`src/rtl/mips_pkg.sv`:
```
// Shared MIPS datapath constants, ALU control codes and issue-stage control bundle.
// The ALU_ISSUE_FWD_EN macro selects forwarding muxes over a hazard interlock in the issue stage.
package mips_pkg;

    localparam int DATA_W = 32;
    localparam int REG_AW = 5;
    localparam int CTRL_W = 4;

    localparam logic [CTRL_W-1:0] ALU_AND = 4'b0000;
    localparam logic [CTRL_W-1:0] ALU_OR  = 4'b0001;
    localparam logic [CTRL_W-1:0] ALU_ADD = 4'b0010;
    localparam logic [CTRL_W-1:0] ALU_XOR = 4'b0011;
    localparam logic [CTRL_W-1:0] ALU_SUB = 4'b0110;
    localparam logic [CTRL_W-1:0] ALU_SLT = 4'b0111;
    localparam logic [CTRL_W-1:0] ALU_SLL = 4'b1000;
    localparam logic [CTRL_W-1:0] ALU_SRL = 4'b1001;
    localparam logic [CTRL_W-1:0] ALU_NOR = 4'b1100;

    typedef struct packed {
        logic [CTRL_W-1:0] alu_ctrl;
        logic              use_imm;
        logic              is_shift;
        logic              reg_write;
        logic [REG_AW-1:0] rd;
    } issue_ctrl_t;

endpackage

```
`src/rtl/fwd_mux.sv`:
```
// Operand forwarding select for one source register: EX/MEM beats MEM/WB beats stored data.
// Instantiated only when ALU_ISSUE_FWD_EN is defined.
module fwd_mux
    import mips_pkg::*;
(
    input  logic [REG_AW-1:0] src_addr,
    input  logic [DATA_W-1:0] stored_data,
    input  logic              exm_reg_write,
    input  logic [REG_AW-1:0] exm_rd_addr,
    input  logic [DATA_W-1:0] exm_result,
    input  logic              mwb_reg_write,
    input  logic [REG_AW-1:0] mwb_rd_addr,
    input  logic [DATA_W-1:0] mwb_result,
    output logic [DATA_W-1:0] fwd_data
);

    logic src_nonzero;
    assign src_nonzero = (src_addr != '0);

    // r0 is hardwired to zero, so a producer targeting it must never be forwarded
    always_comb begin
        fwd_data = stored_data;
        if (src_nonzero && exm_reg_write && (exm_rd_addr == src_addr)) begin
            fwd_data = exm_result;
        end else if (src_nonzero && mwb_reg_write && (mwb_rd_addr == src_addr)) begin
            fwd_data = mwb_result;
        end
    end

endmodule

```
`src/rtl/alu_issue_stage.sv`:
```
// ID/EX issue stage: one-entry valid/ready pipeline register feeding ALU operands and control.
// ALU_ISSUE_FWD_EN defined: EX/MEM and MEM/WB forwarding; undefined: hazard interlock with operand refresh.
module alu_issue_stage
    import mips_pkg::*;
#(
    parameter int DATA_W = mips_pkg::DATA_W,
    parameter int REG_AW = mips_pkg::REG_AW,
    parameter int CTRL_W = mips_pkg::CTRL_W
) (
    input  logic              clk,
    input  logic              rst,
    input  logic              in_valid,
    output logic              in_ready,
    input  logic [DATA_W-1:0] in_rs_data,
    input  logic [DATA_W-1:0] in_rt_data,
    input  logic [REG_AW-1:0] in_rs_addr,
    input  logic [REG_AW-1:0] in_rt_addr,
    input  logic [REG_AW-1:0] in_rd_addr,
    input  logic [DATA_W-1:0] in_imm,
    input  logic [4:0]        in_shamt,
    input  logic              in_use_imm,
    input  logic              in_is_shift,
    input  logic [CTRL_W-1:0] in_alu_ctrl,
    input  logic              in_reg_write,
    input  logic              flush,
    input  logic              exm_reg_write,
    input  logic [REG_AW-1:0] exm_rd_addr,
    input  logic [DATA_W-1:0] exm_result,
    input  logic              mwb_reg_write,
    input  logic [REG_AW-1:0] mwb_rd_addr,
    input  logic [DATA_W-1:0] mwb_result,
    output logic              out_valid,
    input  logic              out_ready,
    output logic [DATA_W-1:0] alu_a,
    output logic [DATA_W-1:0] alu_b,
    output logic [CTRL_W-1:0] alu_ctrl,
    output logic [REG_AW-1:0] out_rd_addr,
    output logic              out_reg_write
);

    logic              valid;
    issue_ctrl_t       ctrl_q;
    logic [REG_AW-1:0] rs_q;
    logic [REG_AW-1:0] rt_q;
    logic [DATA_W-1:0] rs_data_q;
    logic [DATA_W-1:0] rt_data_q;
    logic [DATA_W-1:0] imm_q;
    logic [4:0]        shamt_q;

    logic [DATA_W-1:0] fwd_rs;
    logic [DATA_W-1:0] fwd_rt;
    logic              hazard;
    logic              load;
    logic              xfer;

`ifdef ALU_ISSUE_FWD_EN
    fwd_mux u_fwd_rs (
        .src_addr      (rs_q),
        .stored_data   (rs_data_q),
        .exm_reg_write (exm_reg_write),
        .exm_rd_addr   (exm_rd_addr),
        .exm_result    (exm_result),
        .mwb_reg_write (mwb_reg_write),
        .mwb_rd_addr   (mwb_rd_addr),
        .mwb_result    (mwb_result),
        .fwd_data      (fwd_rs)
    );

    fwd_mux u_fwd_rt (
        .src_addr      (rt_q),
        .stored_data   (rt_data_q),
        .exm_reg_write (exm_reg_write),
        .exm_rd_addr   (exm_rd_addr),
        .exm_result    (exm_result),
        .mwb_reg_write (mwb_reg_write),
        .mwb_rd_addr   (mwb_rd_addr),
        .mwb_result    (mwb_result),
        .fwd_data      (fwd_rt)
    );

    assign hazard = 1'b0;
`else
    logic rs_hit;
    logic rt_hit;
    logic unused_results;

    assign fwd_rs = rs_data_q;
    assign fwd_rt = rt_data_q;

    // Only operands actually consumed by the ALU can stall the entry
    assign rs_hit = (rs_q != '0) && !ctrl_q.is_shift &&
                    ((exm_reg_write && (exm_rd_addr == rs_q)) ||
                     (mwb_reg_write && (mwb_rd_addr == rs_q)));
    assign rt_hit = (rt_q != '0) && !ctrl_q.use_imm &&
                    ((exm_reg_write && (exm_rd_addr == rt_q)) ||
                     (mwb_reg_write && (mwb_rd_addr == rt_q)));
    assign hazard = valid && (rs_hit || rt_hit);

    assign unused_results = ^{exm_result, mwb_result};
`endif

    assign out_valid = valid && !hazard;
    assign in_ready  = !valid || (out_valid && out_ready);
    assign load      = in_valid && in_ready;
    assign xfer      = out_valid && out_ready;

    always_ff @(posedge clk) begin
        if (rst) begin
            valid     <= 1'b0;
            ctrl_q    <= '0;
            rs_q      <= '0;
            rt_q      <= '0;
            rs_data_q <= '0;
            rt_data_q <= '0;
            imm_q     <= '0;
            shamt_q   <= '0;
        end else if (flush) begin
            valid <= 1'b0;
        end else if (load) begin
            valid            <= 1'b1;
            ctrl_q.alu_ctrl  <= in_alu_ctrl;
            ctrl_q.use_imm   <= in_use_imm;
            ctrl_q.is_shift  <= in_is_shift;
            ctrl_q.reg_write <= in_reg_write;
            ctrl_q.rd        <= in_rd_addr;
            rs_q             <= in_rs_addr;
            rt_q             <= in_rt_addr;
            rs_data_q        <= in_rs_data;
            rt_data_q        <= in_rt_data;
            imm_q            <= in_imm;
            shamt_q          <= in_shamt;
        end else if (xfer) begin
            valid <= 1'b0;
        end else if (hazard) begin
            // Decode re-presents the stalled instruction; the write-before-read file shows fresh values
            rs_data_q <= in_rs_data;
            rt_data_q <= in_rt_data;
        end
    end

    assign alu_a         = ctrl_q.is_shift ? {{(DATA_W-5){1'b0}}, shamt_q} : fwd_rs;
    assign alu_b         = ctrl_q.use_imm ? imm_q : fwd_rt;
    assign alu_ctrl      = ctrl_q.alu_ctrl;
    assign out_rd_addr   = ctrl_q.rd;
    assign out_reg_write = valid && ctrl_q.reg_write;

endmodule

```
`config.mk`:
```
export PLATFORM = sky130hd
export DESIGN_NAME = alu_issue_stage
export DESIGN_NICKNAME = d
export VERILOG_FILES = /design/src/rtl/mips_pkg.sv /design/src/rtl/fwd_mux.sv /design/src/rtl/alu_issue_stage.sv
export SDC_FILE = /design/constraint.sdc
export NUM_CORES = 1
export LEC_CHECK = 0
export CAP_MARGIN = 10
export CORE_MARGIN = 2
export CORE_UTILIZATION = 40
export DETAILED_ROUTE_END_ITERATION = 10
export GPL_TIMING_DRIVEN = 0
export HOLD_SLACK_MARGIN = 0.06
export PLACE_DENSITY = 0.77
export SLEW_MARGIN = 20
export SYNTH_ARGS = -nofsm -noshare
export SYNTH_HDL_FRONTEND = slang
export SYNTH_HIERARCHICAL = 1
export SYNTH_SLANG_ARGS = --single-unit
```
`constraint.sdc`:
```
create_clock -name clk -period 5.8 [get_ports clk]
set_input_delay 1.16 -clock clk [delete_from_list [all_inputs] [get_ports clk]]
set_output_delay 1.16 -clock clk [all_outputs]
set_load 0.05 [all_outputs]
```
==> results.md, run 1 <==
Timing:
- The transition time at the pin with the least slew margin is 886 ps.
- Of the available clock period, the critical path in the final layout requires 0.905.
- Derived from the worst setup path, the maximum achievable clock frequency is 190 MHz.
- The worst hold margin is 468 ps.
- The hold violation total from the final report is 0.
- The normalized max-slew margin is 0.406.
- Setup repair after global routing left no endpoint under its margin.
- Setup violations remaining at the end of the flow were counted as 0.
- For the final database, setup skew stands at 10.6 ps.
- The number of pins with negative max-slew slack in the final report was 0.
- The minimum clock period is 5250 ps.
- For the final routed database, the setup TNS stands at 0 ps.

Layout:
- The layout overhead on the synthesized area is 49.1%.
- 0 antenna diodes ended up in the layout.
- After filler insertion, the fill cell instance count of the layout stands at 1342.
- The final-stage net count is 1116.
- The sequential cells in the finished layout cover a total of 2480 um2.
- In the final layout, the share of cells above drive strength 1 is 0.102.
- The multi-input combinational cells in the finished layout cover a total of 3410 um2.

Die:
- The die covers 16700 um2.
- Measured along the x axis, the die boundary spans 129 um.
- The core region is 15300 um2.
- The floorplan has 45 rows.
- From bottom edge to top edge, the die measures 129 um.
- The effective utilization at floorplan is 0.410.
- 280 I/O pins were placed.

CTS:
- Clock tree synthesis selected as its root buffer the cell clkbuf_16.
- TritonCTS built the clock tree.
- The clock latency reported for the late side of the worst-skew pair is 420 ps.
- The post-cts repair resize count is 0.
- After clock tree synthesis, the clock-pin slew on the worst setup and hold paths is 50 ps.
- The maximum number of buffers from clock root to sink is 2.
- The post-CTS repair timing setup buffer count is 0.
- The deepest level of the CTS H-tree is 4.
- In this run, CTS created clock tree buffers numbering 17.
- The tree built by TritonCTS fans out to 124 sinks.
- For this design, the CTS-stage hold fixing added 0 buffers.

Power:
- Of the total power, combinational logic draws 0.177.
- The overall power consumption is 0.00257 W.
- Across the VDD grid, the largest voltage drop is 213 uV.
- Of the total power, the share spent switching nets is 0.251.
- The internal power of the cells is 0.00193 W.
- The net switching power is 0.000646 W.
- Of the total power, the clock network draws 0.466.
- The share of total power in sequential cells is 0.358.
- For this design the static power due to leakage is 3.36 nW.
- The power density relative to cell area is 276 nW/um2.

Critical path:
- In this run the worst path has a maximum fanout of 10.
- The launch instance of the worst register-to-register path is rt_q[3].
- The startpoint of the most critical setup path is mwb_rd_addr[4].
- The worst path arrival time is 4090 ps.
- The cell with the largest stage delay on the worst path is clkdlybuf4s50_1.
- The category of the most critical setup path is in -> out.
- STA classifies the critical path startpoint as an input pin.
- The signal on the critical path passes through clkdlybuf4s50_1 -> xor2_1 -> nor4_1 -> a32oi_1 -> o22a_1 -> buf_2 -> buf_2 -> and2_1 -> clkdlybuf4s50_1.
- The critical path contains buffers and inverters numbering 4 combined.
- In this design, the stage delay of the slowest critical-path cell is 820 ps.
- The worst setup path is captured at an output pin.
- Broken down by cell family, the worst path's largest delay share belongs to buffers and inverters.
- The critical path required time is 4640 ps.

Placed design:
- Buffers placed on the I/O ports in this run total 214.
- The final RePlAce weighted congestion is 0.872.
- The sum of net half-perimeters after detailed placement is 13500 um.

Logic synthesis:
- Of the post-synthesis cell area, the dominant cell type holds 0.397.
- The number of distinct library cells after synthesis is 30.
- The number of synthesized flops with an enable pin is 0.
- The most frequent cell after synthesis is dfxtp_1.
- The post-synthesis sequential element count is 124.
- dfxtp_1 takes more of the synthesized area than any other cell.
- For this run, the number of Yosys warnings is 6.
- The commonest cells after synthesis are dfxtp_1 (124), nand2b_1 (120), a21oi_1 (65).
- By area the synthesized netlist is led by dfxtp_1 (40%), nand2b_1 (12%), mux2i_1 (9.4%).
- The fraction of registers with async set or reset after synthesis is 0.
- The post-synthesis instance area is 6260 um2.
- Synthesis produced a netlist with a net count of 883.
- The average footprint of a synthesized cell is 9.22 um2.
- For this run, the leading register cell type out of synthesis is dfxtp_1.
- Counting every instance in the synthesized netlist gives 679.
- The fraction of the yosys area taken by sequential cells is 0.397.

Hold path:
- The tightest min-delay check is of the reg -> reg type.
- The start point of the worst min-delay path is imm_q[17].

Global routing:
- The number of global-route vias before repair is 5593.
- The maximum number of pins on one net before global-route repair is 17.
- In the global route stage, overall resource usage came out at 0.225.
- The global-route wire length before repair is 29100 um.
- Global routing finished with a remaining overflow of 0.
- The initial antenna violation count is 0.

Drt:
- The overall via count from detail_route is 5711.
- The detail route stage leaves a number of antenna-violating nets equal to 0.
- The number of design rule violations left after detail routing is 0.
- The violation count after the first detailed-routing iteration is 393.
- The wire length per cell after detailed routing is 16.5 um.
- The detailed-router iteration count before antenna repair is 4.
- The final layout contains routed wiring with a total length of 18800 um.
- The routed via count divided by cell count is 5.03.

Flow run:
- Max-cap violations in this run came to 0.

Status:
- The run finished with clean final reports.
==> worst min-delay path, stage by stage (launching register included) <==
cell	delay, ps
dfxtp_1	300
nand2b_1	60
mux2i_1	60
==> state kept, by name, summed over array words and instances, names as in the netlist <==
| name | flops |
|---|---|
| shamt_q | 5 |
| alu_ctrl | 4 |
| out_rd_addr | 5 |
| fwd_rs | 32 |
| rs_q | 5 |
| imm_q | 32 |
| ctrl_q | 3 |
| rt_q | 5 |
| fwd_rt | 32 |
| valid | 1 |
==> through the flow <==
| stage | instance area [um2] | instances | utilization | setup WS, ps |
|---|---|---|---|---|
| 2_1_floorplan | 6260 | 679 | - | 1910 |
| 3_3_place_gp | 8670 | 1104 | 0.568 | 560 |
| 3_5_place_dp | 8670 | 1104 | 0.568 | 576 |
| 4_1_cts | 9330 | 1136 | 0.611 | 564 |
| 5_1_grt | 9330 | 1136 | 0.611 | 378 |
| 6_report | 9330 | 1136 | 0.611 | 548 |
==> cell usage in the layout, fill, tap and decap left out, drive strengths merged, types with 6 or more instances in the layout <==
cell type and instances:
o211ai 64, mux2i 59, bufinv 6, nor2b 27, xor2 16, a21oi 66
buf 21, nand2b 120, clkdlybuf4s50 214, dfxtp 124, o21ai 64, clkinv 6
mux2 37, clkbuf 75
==> power groups by stage <==
stage	Combinational (W)	Clock [W]	Sequential (W)
6_report	0.000454	0.00120	0.000921
5_1_grt	0.000484	0.00125	0.000926
3_5_place_dp	0.000453	0	0.000939
2_1_floorplan	0.000266	0	0.000930
4_1_cts	0.000456	0.00121	0.000921
3_3_place_gp	0.000451	0	0.000938
==> routing by layer <==
layer  share of wire  GRT usage  up-vias
met3           0.061     0.0570       29
li1                -          -     2842
met2            0.45      0.349      185
met5               0          0        -
met4           0.025     0.0799        0
met1            0.46      0.305     2655
==> kinds of logic after synthesis <==
family / after synthesis / share of synthesized area
AO/OA/AOI/OAI: 202 / 0.196
XOR/XNOR: 20 / 0.0280
buffers and inverters: 77 / 0.0582
flip-flops: 124 / 0.397
multiplexers: 96 / 0.161
AND/OR/NAND/NOR: 160 / 0.160
==> path summary, 6_finish.rpt <==
path | slack [ps] | cells past startpoint | endpoint
setup reg to reg | 3160 | 7 | fwd_rt[13]
setup / recovery | 550 | 9 | out_valid
hold / removal | 470 | 2 | imm_q[17]
hold reg to reg | 470 | 2 | imm_q[17]
==> area by class of cell <==
cell class	instances	share of cell area
multi-input cells	478	0.366
flip-flops and latches	124	0.266
repair buffers	214	0.230
clock buffers	20	0.0479
plain buffers	76	0.0386
well taps	211	0.0283
clock inverters	12	0.0233
inverters	1	0.000402
(Power assumes the default switching activity.)
==> run 2: changes to the inputs <==
--- a/config.mk
+++ b/config.mk
@@ -7,11 +7,11 @@
 export LEC_CHECK = 0
 export CAP_MARGIN = 10
 export CORE_MARGIN = 2
-export CORE_UTILIZATION = 40
+export CORE_UTILIZATION = 46
 export DETAILED_ROUTE_END_ITERATION = 10
 export GPL_TIMING_DRIVEN = 0
 export HOLD_SLACK_MARGIN = 0.06
-export PLACE_DENSITY = 0.77
+export PLACE_DENSITY = 0.87
 export SLEW_MARGIN = 20
 export SYNTH_ARGS = -nofsm -noshare
 export SYNTH_HDL_FRONTEND = slang
==> run 2 against run 1 <==
Cell area down 1.0%. Non-clock buffer count unchanged. Routed wire length up 2.1%. Clock power down 9%. Sequential power about the same. Total power down 3.9%. Flip-flop and latch count unchanged. Fmax down 1.7%. Largest cell class unchanged. Cell count down 3.1%. Largest power group unchanged. First-iteration DRC count up 2.8%. Critical endpoint unchanged.
==> results.md, run 2 (same netlist as run 1, synthesis figures left out) <==
Timing:
- The clock period could shrink to 5340 ps.
- The final-report setup violation count is 0.
- The final period utilization is 0.921.
- The number of pins with negative max-slew slack in the final report came to 0.
- The worst clock skew is 7.55 ps.
- The normalized max-slew margin is 0.444.
- The maximum clock frequency is 187 MHz.
- Setup repair after global routing left no endpoint under its margin.
- The total negative setup slack is 0 ps.
- The transition time at the pin with the least slew margin is 829 ps.
- The hold violation total from the final report is 0.

Layout:
- The area taken by multi-input logic gates is 3410 um2.
- The layout has 1041 filler cells.
- The library cell used most frequently in the layout, excluding fill and tap cells, is clkdlybuf4s50_1.
- In the layout the commonest cells are clkdlybuf4s50_1 (214), dfxtp_1 (124), nand2b_1 (120).
- Measured on the finished design, the core utilization comes to 0.697.
- The layout overhead on the synthesized area is 47.6%.
- The final-stage net count is 1116.
- Across the whole layout, storage elements account for 2480 um2.
- In the final layout, the share of cells above drive strength 1 is 0.101.
- Leaving out filler cells and counting taps, the final layout contains 1101.

Die:
- For this configuration, the core starts out at a cell density of 0.473.
- The height of the chip is 121 um.
- The area of the core region is 13200 um2.
- The top-level I/O count is 280.
- The die extent in x is 121 um.
- The overall die area is 14600 um2.
- The number of placement rows is 42.

Drt:
- The number of design rule violations left after detail routing is 0.
- Dividing the detail-routed via count by the number of cells gives 5.40.
- The overall via count from detail_route is 5950.
- The final antenna-violating net count is 0.
- The wire length per cell after detailed routing is 17.4 um.
- The violation count after the first detailed-routing iteration is 404.
- The first TritonRoute pass finished after 5 iterations.
- The total wirelength of the detailed-routed design is 19200 um.

Placed design:
- The number of buffers inserted by port buffering is 214.
- The final RePlAce weighted congestion is 0.846.
- Including well taps, the total number of placed cells is 1069.
- The sum of net half-perimeters after detailed placement is 13600 um.

CTS:
- After clock tree synthesis, the repair step resized 0 gates.
- The buffer type at the clock tree root is clkbuf_16.
- The clock-pin slew of the registers on the worst-case setup and hold paths is 50 ps.
- TritonCTS built the clock tree.
- The clock passes through at most 2 buffers.
- TritonCTS created 17 clock buffers.
- For the worst-skew pair, the clock arrives at the later sink with an insertion delay of 410 ps.
- The clock sink count is 124.
- The deepest level of the CTS H-tree is 4.
- Once the clock tree was built, the setup fixing pass inserted 0 buffers.
- Hold repair after CTS inserted 0 buffers.

Power:
- The power density relative to cell area is 268 nW/um2.
- The total leakage power is 3.34 nW.
- Across the VDD grid, the largest voltage drop is 221 uV.

Global routing:
- The number of global-route vias before repair was 5836.
- The initial antenna violation count is 1.
- Entering global routing, the biggest net connects 17 pins.
- Across every metal layer, demand over resource in global routing totals 0.259.
- For this run the aggregate overflow at the end of global routing stands at 0.
- The first global-routing pass estimated 29600 um of wire.

Critical path:
- STA classifies the critical path endpoint as an output pin.
- For the worst setup path, the data arrival time is 4180 ps.
- The worst setup path is launched from an input pin.
- STA puts the critical path data required time at 4640 ps.
- The slowest stage of the critical path is the clkdlybuf4s50_1 cell.
- The critical path is of the in -> out type.
- Among cell families on the critical path, the largest total delay comes from buffers and inverters.
- The launch instance of the worst register-to-register path is rt_q[3].
- Together, buffers and inverters on the worst path number 4.
- Tracing the worst setup path back leads to its startpoint at mwb_rd_addr[1].
- The worst register-to-register path ends at fwd_rs[19].
- Walking the worst path, the cells encountered are clkdlybuf4s50_1 -> xor2_1 -> nor4_1 -> a32oi_1 -> o22a_1 -> buf_2 -> buf_2 -> and2_1 -> clkdlybuf4s50_1.
- The largest single stage delay on the critical path is 830 ps.
- The largest driver fanout on the critical path is 10.
- The worst-case register-to-register setup slack is 3160 ps.
- Measured in cells, the most critical reg-to-reg path has a length of 7.

Hold path:
- The start point of the worst min-delay path is imm_q[24].
- The path class of the lowest-slack min-delay path is reg -> reg.
- The number of stages on the worst hold path is 2.
- The worst hold path terminates at imm_q[24].

Status:
- The run finished with clean final reports.

Flow run:
- Max-cap violations in this run came to 0.
-- run 2: changes by cell type in the layout (fill, tap and decap cells not counted), sizes merged --
cell,previous run,this run
diode,0,1
clkinv,6,4
bufinv,6,3
clkbuf,75,79
-- run 2: per-stage QoR --
stage / instance area (um2) / worst slack (ps) / total power (W) / hold WS (ps)
global placement: 8620 / 521 / 0.00139 / 456
detailed placement: 8620 / 503 / 0.00139 / 460
CTS: 9230 / 493 / 0.00248 / 473
finish: 9240 / 459 / 0.00247 / 468
floorplan: 6260 / 1910 / 0.00120 / 444
global route: 9240 / 362 / 0.00255 / 494
-- run 2: cell type report --
| cell class | count | area share |
|---|---|---|
| clock inverter | 7 | 0.0119 |
| buffer | 76 | 0.0390 |
| clock buffer | 24 | 0.0543 |
| tap | 176 | 0.0238 |
| multi-input combinational | 478 | 0.370 |
| timing repair buffer | 214 | 0.232 |
| sequential | 124 | 0.269 |
| antenna | 1 | 0.000271 |
| inverter | 1 | 0.000406 |
-- run 2: layer usage --
layer | part of all wire | track usage | vias up
met4 | 0.023 | 0.0879 | 0
li1 | - | - | 2858
met2 | 0.47 | 0.425 | 241
met3 | 0.068 | 0.0689 | 38
met5 | 0 | 0 | -
met1 | 0.43 | 0.328 | 2813
-- run 2: worst max path at each step --
stage	depth (start not counted)	to	slack [ps]
after floorplan	7	out_valid	1910
after global routing	9	out_valid	360
after CTS	9	out_valid	490
after detailed placement	9	out_valid	500
final	9	out_valid	460
after global placement	9	out_valid	520
-- run 2: where the power goes --
part	switching, W	internal, W
combinational	0.000239	0.000218
sequential	0.0000259	0.000896
clock	0.000367	0.000727
total	0.000632	0.00184
-- run 2: worst reg2reg max path: cells and delay by family (launching register included) --
family	cells	cell delay [ps]
simple gates	2	1030
compound gates	3	570
buf+inv	1	420
flops	1	370
xor+xnor	1	180
==> run 3: changes to the inputs <==
--- a/config.mk
+++ b/config.mk
@@ -7,11 +7,11 @@
 export LEC_CHECK = 0
 export CAP_MARGIN = 10
 export CORE_MARGIN = 2
-export CORE_UTILIZATION = 46
+export CORE_UTILIZATION = 35
 export DETAILED_ROUTE_END_ITERATION = 10
 export GPL_TIMING_DRIVEN = 0
 export HOLD_SLACK_MARGIN = 0.06
-export PLACE_DENSITY = 0.87
+export PLACE_DENSITY = 0.69
 export SLEW_MARGIN = 20
 export SYNTH_ARGS = -nofsm -noshare
 export SYNTH_HDL_FRONTEND = slang
==> run 3 against run 2 <==
Cell count rose by 4.5%. Flip-flop and latch count did not move. Sequential share of layout area fell by 0.12 points. Sequential power barely moved. Global-route usage fell by 5.6 points. Count of clock-buffer cells in the layout fell by 4. Total power fell by 1.4%. Worst hold slack improved by 3.1 ps. Die area rose by 30%. Utilization fell by 16 points. Largest cell class unchanged. Largest power group unchanged. Highest routed layer is now met5.
==> results.md, run 3 (same netlist as run 1, synthesis figures left out) <==
Drt:
- The routed via count divided by cell count is 4.96.
- The violation count after the first detailed-routing iteration is 318.
- The first detailed-routing pass took 5 iterations.
- The number of design rule violations left after detail routing is 0.
- The overall via count from detail_route is 5706.
- The wire length per cell after detailed routing is 16.8 um.
- The total wirelength of the detailed-routed design is 19400 um.
- The count of nets left with antenna violations once routing finished came out at 0.

Layout:
- The number of antenna diodes in the final layout is 0.
- The most common library cell in the layout ignoring fill and taps is clkdlybuf4s50_1.
- For this run, the share of the core covered by cells in the final layout is 0.533.
- The top cell types in the final layout, fill and taps aside, are clkdlybuf4s50_1 (214), dfxtp_1 (124), nand2b_1 (120).
- Counting the fill cells in the layout gives 1608.
- The final-stage net count is 1116.
- The area growth from synthesis to layout is 48.2%.
- In the final layout, the share of cells above drive strength 1 is 0.103.

Critical path:
- The startpoint type of the worst setup path is an input pin.
- The worst path arrival time is 4150 ps.
- Data on the critical path is required at its endpoint by 4640 ps.
- The worst-case register-to-register setup slack is 3100 ps.
- The largest driver fanout on the critical path is 10.
- The category of the most critical setup path is in -> out.
- The nature of the critical path endpoint is an output pin.
- The length in cells of the worst reg-to-reg path is 7.

Timing:
- The hold violation total from the final report was 0.
- Of the available clock period, the critical path in the final layout requires 0.916.
- Headroom to the max-slew limit came out at 0.404.
- Between clock sinks in the finished design, the worst skew comes to 6.45 ps.
- The minimum clock period is 5310 ps.
- Setup violations remaining at the end of the flow were counted as 0.
- Setup repair after global routing left no endpoint under its margin.
- The number of pins with negative max-slew slack in the final report came to 0.
- The transition time at the pin with the least slew margin is 889 ps.
- Static timing analysis puts the maximum clock frequency at 188 MHz.
- The total negative setup slack is 0 ps.

Die:
- In this run the horizontal extent of the chip is 138 um.
- The number of placement rows is 48.
- The die covers 19000 um2.
- In this run the standard cell core region covers 17400 um2.
- From bottom edge to top edge, the die measures 138 um.
- The top-level I/O count is 280.
- The effective utilization at floorplan is 0.359.

CTS:
- The number of buffers inserted during clock tree synthesis is 17.
- The clock latency reported for the late side of the worst-skew pair is 410 ps.
- The number of hold buffers added after CTS was 0.
- The buffer type at the clock tree root is clkbuf_16.
- The H-tree was split into 4 levels.
- TritonCTS built the clock tree.
- The clock-pin slew of the registers on the worst-case setup and hold paths is 60 ps.
- The number of setup buffers added after CTS is 0.
- The maximum number of buffers from clock root to sink is 2.
- Gates resized during post-CTS repair numbered 0.
- The clock sink count is 124.

Power:
- Dividing total power by cell area gives a power density of 263 nW/um2.
- The maximum vdd drop is 195 uV.
- Summed over all cells, the static leakage comes to 3.32 nW.
- Of the total power, the clock network draws 0.436.
- The net switching power is 0.000668 W.
- Of the total power, the share spent switching nets is 0.274.
- Of the total power, registers draw 0.377.
- Internal power comes to 0.00177 W.
- The share of total power dissipated in combinational logic is 0.187.

Global routing:
- The initial antenna violation count is 2.
- The global-route wire length before repair is 29700 um.
- The number of global-route vias before repair is 5708.
- The maximum number of pins on one net before global-route repair is 17.
- The total grt overflow is 0.
- Across every metal layer, demand over resource in global routing totals 0.203.

Status:
- The flow ran to the end, and the final reports show no timing, DRC or antenna violations.

Placed design:
- The sum of net half-perimeters after detailed placement is 13900 um.
- The final RePlAce weighted congestion is 0.816.
- Buffers placed on the I/O ports in this run total 214.

Hold path:
- In this run the worst hold path is classified as reg -> reg.
- The number of stages on the worst hold path is 2.

Flow run:
- The tool flagged a number of max-cap violations equal to 0.
## run 3: path summary, 6_finish.rpt
kind | from | to
worst max-delay path | mwb_rd_addr[1] | out_valid
worst min-delay path | shamt_q[4] | shamt_q[4]
worst max register to register | rt_q[3] | fwd_rt[16]
worst min register to register | shamt_q[4] | shamt_q[4]
## run 3: critical path: stages
cell	delay (ps)
clkdlybuf4s50_1	510
xor2_1	170
nor4_1	80
a32oi_1	480
o22a_1	230
buf_2	270
buf_2	270
and2_1	160
clkdlybuf4s50_1	820
## run 3: cell type report
type,count,area [um2],share of cell area
tap,225,282,0.0303
timing repair buffer,214,2140,0.231
inverter,1,3.75,0.000405
clock buffer,20,457,0.0492
buffer,76,360,0.0388
clock inverter,12,138,0.0148
sequential,124,2480,0.268
multi-input combinational,478,3410,0.368
## run 3: layer usage
layer | share of wire | up-vias | routed length [um] | global-route usage
met2 | 0.46 | 186 | 8930 | 0.326
li1 | - | 2862 | - | -
met1 | 0.46 | 2631 | 8870 | 0.267
met3 | 0.064 | 23 | 1240 | 0.0533
met4 | 0.015 | 4 | 300 | 0.0607
met5 | 0.0014 | - | 27 | 0
## run 3: power groups by stage
stage | clock [W] | combinational (W) | sequential (W)
2_1_floorplan | 0 | 0.000266 | 0.000930
3_3_place_gp | 0 | 0.000454 | 0.000938
3_5_place_dp | 0 | 0.000455 | 0.000938
4_1_cts | 0.00109 | 0.000458 | 0.000920
5_1_grt | 0.00112 | 0.000486 | 0.000925
6_report | 0.00106 | 0.000455 | 0.000921
## run 3: through the flow
stage	setup slack (ps)	cells	hold WS (ps)	power (W)	instance area, um2
after floorplan	1910	679	444	0.00120	6260
after global placement	498	1118	459	0.00139	8680
final	487	1150	471	0.00244	9280
after global routing	336	1150	488	0.00253	9280
after detailed placement	519	1118	460	0.00139	8680
after CTS	500	1150	474	0.00247	9280
